`src/rtl/tournament_predictor.sv`:
```
// ----------------------------------------------------------------------------
// tournament_predictor
//
// Tournament branch direction predictor. It combines a local (per-branch
// history) predictor, a global (gshare) predictor and a per-PC chooser.
//
// The IF stage reads all three tables combinationally from the fetch PC. The
// predictions and the table indices used are carried into ID. Training is
// applied later, using only those ID-held indices, when the stall control
// unit resolves the branch.
//
// Ports:
//   clk                       in   clock, rising edge
//   rst                       in   asynchronous reset, active low
//   if_pc[31:0]               in   fetch PC
//   if_id_reg_load            in   capture the IF prediction into ID
//   if_id_reg_flush           in   clear ID (has priority over load)
//   ghr_load                  in   shift the resolved outcome into the GHR
//   bht_load                  in   shift the resolved outcome into the ID
//                                  branch's local history
//   increment_pht             in   ID branch taken: both PHTs count up
//   decrement_pht             in   ID branch not taken: both PHTs count down
//   increment_tournament_pht  in   global was right, local wrong: favour global
//   decrement_tournament_pht  in   local was right, global wrong: favour local
//   if_br_pr                  out  IF final prediction (combinational)
//   id_local_pr               out  local prediction of the ID instruction
//   id_global_pr              out  global prediction of the ID instruction
//   id_br_pr                  out  final prediction of the ID instruction
// ----------------------------------------------------------------------------
module tournament_predictor #(
    parameter int BHT_IDX_W = 5,
    parameter int LHIST_W   = 6,
    parameter int GHR_W     = 6,
    parameter int CH_IDX_W  = 6
) (
    input  logic        clk,
    input  logic        rst,
    input  logic [31:0] if_pc,
    input  logic        if_id_reg_load,
    input  logic        if_id_reg_flush,
    input  logic        ghr_load,
    input  logic        bht_load,
    input  logic        increment_pht,
    input  logic        decrement_pht,
    input  logic        increment_tournament_pht,
    input  logic        decrement_tournament_pht,
    output logic        if_br_pr,
    output logic        id_local_pr,
    output logic        id_global_pr,
    output logic        id_br_pr
);

    localparam int BHT_N  = 1 << BHT_IDX_W;
    localparam int LPHT_N = 1 << LHIST_W;
    localparam int GPHT_N = 1 << GHR_W;
    localparam int CH_N   = 1 << CH_IDX_W;

    // Highest PC bit used by any index; everything above it and the two
    // byte-offset bits are ignored.
    localparam int MAX_W = (BHT_IDX_W > GHR_W)
                         ? ((BHT_IDX_W > CH_IDX_W) ? BHT_IDX_W : CH_IDX_W)
                         : ((GHR_W > CH_IDX_W) ? GHR_W : CH_IDX_W);
    localparam int PC_HI = MAX_W + 1;

    // 2-bit saturating counter; the MSB is the taken / use-global decision.
    typedef logic [1:0] ctr_t;

    localparam ctr_t CTR_RESET = 2'b01;

    function automatic ctr_t sat_inc(input ctr_t c);
        return (c == 2'd3) ? c : c + 2'd1;
    endfunction

    function automatic ctr_t sat_dec(input ctr_t c);
        return (c == 2'd0) ? c : c - 2'd1;
    endfunction

    // ------------------------------------------------------------------
    // Storage
    // ------------------------------------------------------------------
    logic [LHIST_W-1:0] bht     [BHT_N];
    ctr_t               lpht    [LPHT_N];
    ctr_t               gpht    [GPHT_N];
    ctr_t               chooser [CH_N];
    logic [GHR_W-1:0]   ghr;

    // ------------------------------------------------------------------
    // IF read (pre-edge table state, no write-to-read bypass)
    // ------------------------------------------------------------------
    logic [BHT_IDX_W-1:0] if_bidx;
    logic [LHIST_W-1:0]   if_lidx;
    logic [GHR_W-1:0]     if_gidx;
    logic [CH_IDX_W-1:0]  if_cidx;
    logic                 if_local_pr;
    logic                 if_global_pr;
    logic                 if_use_global;

    assign if_bidx       = if_pc[BHT_IDX_W+1:2];
    assign if_lidx       = bht[if_bidx];
    assign if_gidx       = ghr ^ if_pc[GHR_W+1:2];
    assign if_cidx       = if_pc[CH_IDX_W+1:2];
    assign if_local_pr   = lpht[if_lidx][1];
    assign if_global_pr  = gpht[if_gidx][1];
    assign if_use_global = chooser[if_cidx][1];
    assign if_br_pr      = if_use_global ? if_global_pr : if_local_pr;

    logic unused_pc_bits;
    assign unused_pc_bits = ^{if_pc[31:PC_HI+1], if_pc[1:0]};

    // ------------------------------------------------------------------
    // ID capture
    // ------------------------------------------------------------------
    logic                 id_valid;
    logic [BHT_IDX_W-1:0] id_bidx;
    logic [LHIST_W-1:0]   id_lidx;
    logic [GHR_W-1:0]     id_gidx;
    logic [CH_IDX_W-1:0]  id_cidx;

    // NOTE: state is written with non-blocking assignments so every flop in
    // this module samples pre-edge values, which is what lets capture and
    // training share an edge without seeing each other's results.
    always_ff @(posedge clk or negedge rst) begin
        if (!rst) begin
            id_valid     <= 1'b0;
            id_local_pr  <= 1'b0;
            id_global_pr <= 1'b0;
            id_br_pr     <= 1'b0;
            id_bidx      <= '0;
            id_lidx      <= '0;
            id_gidx      <= '0;
            id_cidx      <= '0;
        end else if (if_id_reg_flush) begin
            id_valid     <= 1'b0;
            id_local_pr  <= 1'b0;
            id_global_pr <= 1'b0;
            id_br_pr     <= 1'b0;
            id_bidx      <= '0;
            id_lidx      <= '0;
            id_gidx      <= '0;
            id_cidx      <= '0;
        end else if (if_id_reg_load) begin
            id_valid     <= 1'b1;
            id_local_pr  <= if_local_pr;
            id_global_pr <= if_global_pr;
            id_br_pr     <= if_br_pr;
            id_bidx      <= if_bidx;
            id_lidx      <= if_lidx;
            id_gidx      <= if_gidx;
            id_cidx      <= if_cidx;
        end
    end

    // ------------------------------------------------------------------
    // Training (ID-held indices only; an inc/dec pair both high is a no-op)
    // ------------------------------------------------------------------
    logic outcome;
    logic pht_up;
    logic pht_dn;
    logic ch_up;
    logic ch_dn;

    assign outcome = increment_pht;
    assign pht_up  = id_valid &  increment_pht & ~decrement_pht;
    assign pht_dn  = id_valid & ~increment_pht &  decrement_pht;
    assign ch_up   = id_valid &  increment_tournament_pht & ~decrement_tournament_pht;
    assign ch_dn   = id_valid & ~increment_tournament_pht &  decrement_tournament_pht;

    // NOTE: the tables are small flop arrays and must come out of reset in a
    // known weakly-not-taken state, so every entry is reset explicitly.
    always_ff @(posedge clk or negedge rst) begin
        if (!rst) begin
            for (int i = 0; i < LPHT_N; i++) lpht[i] <= CTR_RESET;
            for (int i = 0; i < GPHT_N; i++) gpht[i] <= CTR_RESET;
        end else if (pht_up) begin
            lpht[id_lidx] <= sat_inc(lpht[id_lidx]);
            gpht[id_gidx] <= sat_inc(gpht[id_gidx]);
        end else if (pht_dn) begin
            lpht[id_lidx] <= sat_dec(lpht[id_lidx]);
            gpht[id_gidx] <= sat_dec(gpht[id_gidx]);
        end
    end

    always_ff @(posedge clk or negedge rst) begin
        if (!rst) begin
            for (int i = 0; i < CH_N; i++) chooser[i] <= CTR_RESET;
        end else if (ch_up) begin
            chooser[id_cidx] <= sat_inc(chooser[id_cidx]);
        end else if (ch_dn) begin
            chooser[id_cidx] <= sat_dec(chooser[id_cidx]);
        end
    end

    // Histories only ever hold resolved outcomes of valid ID branches.
    always_ff @(posedge clk or negedge rst) begin
        if (!rst) begin
            ghr <= '0;
            for (int i = 0; i < BHT_N; i++) bht[i] <= '0;
        end else if (id_valid) begin
            if (ghr_load) ghr <= {ghr[GHR_W-2:0], outcome};
            if (bht_load) bht[id_bidx] <= {bht[id_bidx][LHIST_W-2:0], outcome};
        end
    end

    // ------------------------------------------------------------------
    // Simulation checks on the training strobes
    // ------------------------------------------------------------------
    a_pht_pair : assert property (@(posedge clk) disable iff (!rst)
        !(increment_pht && decrement_pht));

    a_tournament_pair : assert property (@(posedge clk) disable iff (!rst)
        !(increment_tournament_pht && decrement_tournament_pht));

endmodule

```
`config.mk`:
```
export PLATFORM = sky130hd
export DESIGN_NAME = tournament_predictor
export DESIGN_NICKNAME = d
export VERILOG_FILES = /design/src/rtl/tournament_predictor.sv
export SDC_FILE = /design/constraint.sdc
export NUM_CORES = 1
export LEC_CHECK = 0
export CORE_UTILIZATION = 50
export CTS_BUF_LIST = sky130_fd_sc_hd__clkbuf_4
export DETAILED_ROUTE_END_ITERATION = 8
export GPL_TIMING_DRIVEN = 0
export PLACE_DENSITY = 0.66
export SYNTH_ARGS = -nofsm -noshare
export SYNTH_HDL_FRONTEND = slang
export SYNTH_SLANG_ARGS = --single-unit
```
`constraint.sdc`:
```
create_clock -name clk -period 8.8 [get_ports clk]
set_clock_uncertainty 0.1 [all_clocks]
set_input_delay 0.88 -clock clk [delete_from_list [all_inputs] [get_ports clk]]
set_output_delay 0.88 -clock clk [all_outputs]
set_load 0.02 [all_outputs]
```
# Word-level counts from Yosys, hierarchy flattened
# Index checks and enable logic that the tools add are counted.
# word_totals
ff_bits	609
inputBits	42
output_inout_bits	4
wordCells	355
# classes
n_addsub	6
order_cmp	12
eq_ne	3
muxes	68
n_bitwise	21
reduce_logical	12
# op_table
op	count
$bwmux W128	6
$mux W128	6
$bwmux W192	1
$bmux W2 S6	6
$bmux W6 S5	2
$mux W6	9
$ge A7 B7 Y1 const B	6
$mux W2	21
$not A6 Y7	6
$demux W2 S6	3
$demux W6 S5	1
$lt A7 B1 Y1 const B	3
$mux W5	4
$ge A6 B6 Y1 const B	2
$not A5 Y6	2
$mux W1	9
$and A1 B1 Y1	8
$add A2 B1 Y2 const B	3
$eq A2 B2 Y1 const B	3
$logic_not A2 Y1	3
$lt A6 B1 Y1 const B	1
$reduce_bool A2 Y1	3
$sub A2 B1 Y2 const B	3
$xor A6 B6 Y6	1
3 further kinds	10

# Logic depth before layout (Yosys ltp)
# depth
depth_word	11
depth_mapped	17
ltp_nobuf	11

# Worst setup path before layout
# OpenSTA, ideal clock, no wires.
# synth_path
kind	input -> output
startpoint	input port if_pc[2]
endpoint	output port if_br_pr
arrival_time_ps	3710
required_ps	7820
setup_slack_ps	4110
path_stages	8
path_buffers	2
path_cell_list	buf_4 > xor2_1 > buf_4 > mux4_2 > mux4_2 > mux4_2 > nand2_1 > nand2_1
# synth_via
elab_chain_len	9
elab_cells_between_ends	18
cone_classes	mux (13); bitwise (5)
# synth_lines
item	line_no	source
start, declared	38	input logic [31:0] if_pc,
$not A5 Y6 (implied by the code)	99	assign if_lidx = bht[if_bidx];
$bmux W6 S5	99	
$mux W6 (implied by the code) (2 in a row)	99	
$not A6 Y7 (implied by the code)	102	assign if_local_pr = lpht[if_lidx][1];
$bmux W2 S6	102	
$mux W2 (implied by the code) (2 in a row)	102	
$mux W1 *	105	assign if_br_pr = if_use_global ? if_global_pr : if_local_pr;
end, declared	47	output logic if_br_pr,
# Mark *: on every way between the ends. The rest lies on a longest branch, timed or not. The select of a mux whose other input is x is not followed.

# Final worst setup path
# layout_path
startpoint	input port if_pc[3]
endpoint	output port if_br_pr
# The elaborated chain is that of the path after synthesis.

==> impl_metrics.csv <==
group,metric,value,unit
pwr,p_sw,1.94,mW
clocking,clk_latency,1.04,ns
clocking,cts_max_path_buffers,3,
yosys,synth_top_area_share,32.8,%
yosys,synth.avg_cell_area,12.2,sq um
timing,period_needed,6.64,ns
yosys,async_reset_ff_share,100,%
timing,grt_setup_unrepaired,"false",
cells_and_area,synthToLayoutAreaGrowth,12.0,%
timing,fin_tns_setup,0,ns
critical_path,crit_type,"input port to output pin",
die,ios,46,
pwr,power.share.sequential,44.2,%
yosys,ys_types,57,
timing,worstMarginPinSlew,1.30,ns
place,portBuffers,13,
yosys,synth_area_leaders,"dfrtp_1, mux2_2, dfstp_2",
worst_hold_path,hold_class,"input port to flop",
critical_path,end_kind,"output pin",
pwr,internal-power,4.79,mW
die,die-area,63800,sq um
die,fp.dieH,253,microns
critical_path,path_max_fanout,10,
clocking,cts_buffers,162,
drt,drt_first_pass_iters,8,
run_status,outcome,"complete, no violations",
yosys,synth-main-ff-cell,"dfrtp_1",
cells_and_area,drive_gt1_share,40.3,%
die,die_x,253,microns
pwr,powerDensity,191,nW/um^2
global_routing,grt-ovfl-total,0,
run,drv_cap,0,
yosys,syn_nets,2627,
cells_and_area,mostFrequentLayoutCells,"mux2_2, dfrtp_1, clkbuf_4",
drt,viasPerCell,6.41,
clocking,cts_tree,"built",
die,core,61900,sq um
yosys,synth_largest_area_cell,"dfrtp_1",
global_routing,grt_pass1_vias,24784,
timing,relSlewSlack,13.4,%
cells_and_area,final_common_cell,"mux2_2",
die,start_util,50.7,%
clocking,post_cts_buffers,0,
critical_path,slowest_stage,"buf_1",
timing,finalMaxSlewViolations,0,
pwr,p_comb_share,14.1,%
global_routing,antenna_found_initial,5,
place,gp_congestion,0.983,
drt,vias,23968,
drt,drtIter0Drc,2397,
global_routing,grt_pass1_wl,151000,microns
timing,period_share,75.4,%
drt,ant_nets,0,
critical_path,cpMostUsedCell,"mux4_2",
global_routing,grt_max_degree,132,
pwr,pwr-share-clk,41.7,%
drt,drt_wl_total,100000,microns
timing,finalSetupViolCount,0,
yosys,synth_edf_count,0,
drt,routedWlPerCell,26.8,microns
pwr,ir_worst_vdd,142,uV
pwr,netSwitchingFraction,28.8,%
drt,drc,0,
yosys,synthCells,2585,
critical_path,crit_chain,"buf_2, buf_2, buf_1, buf_1, mux4_2, mux4_2, mux4_2, nand4b_1, nand2_1, clkdlybuf4s50_1",
clocking,cts_max_level,4,
clocking,clock_sinks,604,
pwr,p_leak,15.3,nW
timing,max_freq,0.151,GHz
critical_path,required,7.82,ns
global_routing,grt_use_total,32.1,%
place,dp_hpwl,68700,microns
yosys,yosys_warnings,0,
cells_and_area,fin_util,56.8,%
timing,hold_violations,0,
critical_path,startpoint_type,"input port",
yosys,synth_seq_area_share,48.9,%
yosys,synth_area,31400,sq um
cells_and_area,stdcell_area,35200,sq um
die,rows,91,
clocking,clkTransAtPathRegs,0.07,ns
clocking,clockRootBuffer,"clkbuf_4",
clocking,cts_resized,0,
critical_path,cp_slowest_stage_delay,0.83,ns
critical_path,arrival,5.66,ns
yosys,synth.ff_latch_count,604,
place,dpl_cell_area,32900,sq um
cells_and_area,nets,2816,
==> cells in the mapped netlist (all sizes together), types with 2 or more instances <==
cell type and n:
mux2 477, dfrtp 412, nand2 249, nor2 240, dfstp 192, a22oi 165
mux4 149, a21oi 121, clkbuf 113, mux2i 86, buf 79, nand4 40
o21ai 40, nand3 26, nor3 22, and3 21, nor3b 17, a211oi 14
a31oi 12, inv 11, nand2b 10, nor2b 9, o31ai 9, nand3b 8
and3b 6, xor2 6, a221oi 5, and2 5, a22o 4, maj3 4
o211ai 3, or3 3, a221o 2, a311oi 2, a32oi 2, nor4 2
o221ai 2, or2 2, xnor2 2
==> registers in the layout (all words and copies together) (netlist names) <==
signal,flops
id_valid,1
ghr,6
chooser,128
id_global_pr,1
lpht,128
bht,192
id_br_pr,1
id_bidx,4
id_lidx,6
id_local_pr,1
gpht,128
id_cidx,2
id_gidx,6
==> stage by stage <==
stage / hold WS, ns / setup WS, ns / cells / power, mW
after global placement: 0.375 / -18.80 / 3435 / 3.90
after CTS: 0.0152 / 2.23 / 3734 / 6.74
after detailed placement: 0.391 / 2.20 / 3446 / 3.93
after global routing: 0.102 / 1.99 / 3737 / 6.98
final: 0.118 / 2.16 / 3738 / 6.73
after floorplan: 0.361 / 4.11 / 2585 / 3.53
==> cell type report <==
type	count	area (sq um)
clock inverter	34	402
buffer	192	855
fill	5198	26700
multi-input combinational	1777	15200
timing repair buffer	25	338
antenna	4	10.0
clock buffer	253	1900
inverter	12	45.0
sequential	604	15400
tap	837	1050
==> power by group through the flow <==
| stage | Combinational (mW) | Sequential [mW] | Clock [mW] |
|---|---|---|---|
| after floorplan | 0.537 | 2.99 | 0 |
| after global placement | 0.886 | 3.01 | 0 |
| after detailed placement | 0.917 | 3.02 | 0 |
| after CTS | 0.920 | 2.97 | 2.85 |
| after global routing | 0.989 | 2.98 | 3.01 |
| final | 0.947 | 2.97 | 2.81 |
==> metal layers <==
layer	wire [microns]	track usage, %	vias to the layer above
met3	9620	8.78	343
met1	40300	42.3	12165
met5	0	0	-
li1	-	-	10096
met2	45100	48.0	1364
met4	5170	17.8	0
==> repair_timing <==
item | 4_1_cts | 5_1_grt
hold buffers | 1 | 0
setup endpoints to repair | 0 | 0
hold endpoints to repair | 58 | 0
==> critical path: cells and delay by family <==
family	cells	cell delay, ns
buf+inv	5	2.79
simple gates	2	0.37
mux	3	1.58
==> logic make-up after synthesis <==
group | synth area share, %
adder cells (fa/ha/maj) | 0.131
AND/OR/NAND/NOR | 9.29
multiplexers | 30.5
AO/OA/AOI/OAI | 8.10
XOR/XNOR | 0.223
buffers and inverters | 2.86
flip-flops | 48.9
==> path summary, 6_finish.rpt <==
kind,depth (start not counted),slack [ns],end,startpoint
worst min-delay path,3,0.12,id_br_pr,if_id_reg_load
worst min register to register,2,0.40,bht[187],bht[187]
worst max register to register,11,3.74,bht[91],id_bidx[1]
min in group asynchronous,2,0.28,gpht[23],rst
worst max-delay path,10,2.16,if_br_pr,if_pc[3]
max in group asynchronous,5,6.48,bht[156],rst
No activity file was read; power rests on OpenSTA's default activity.
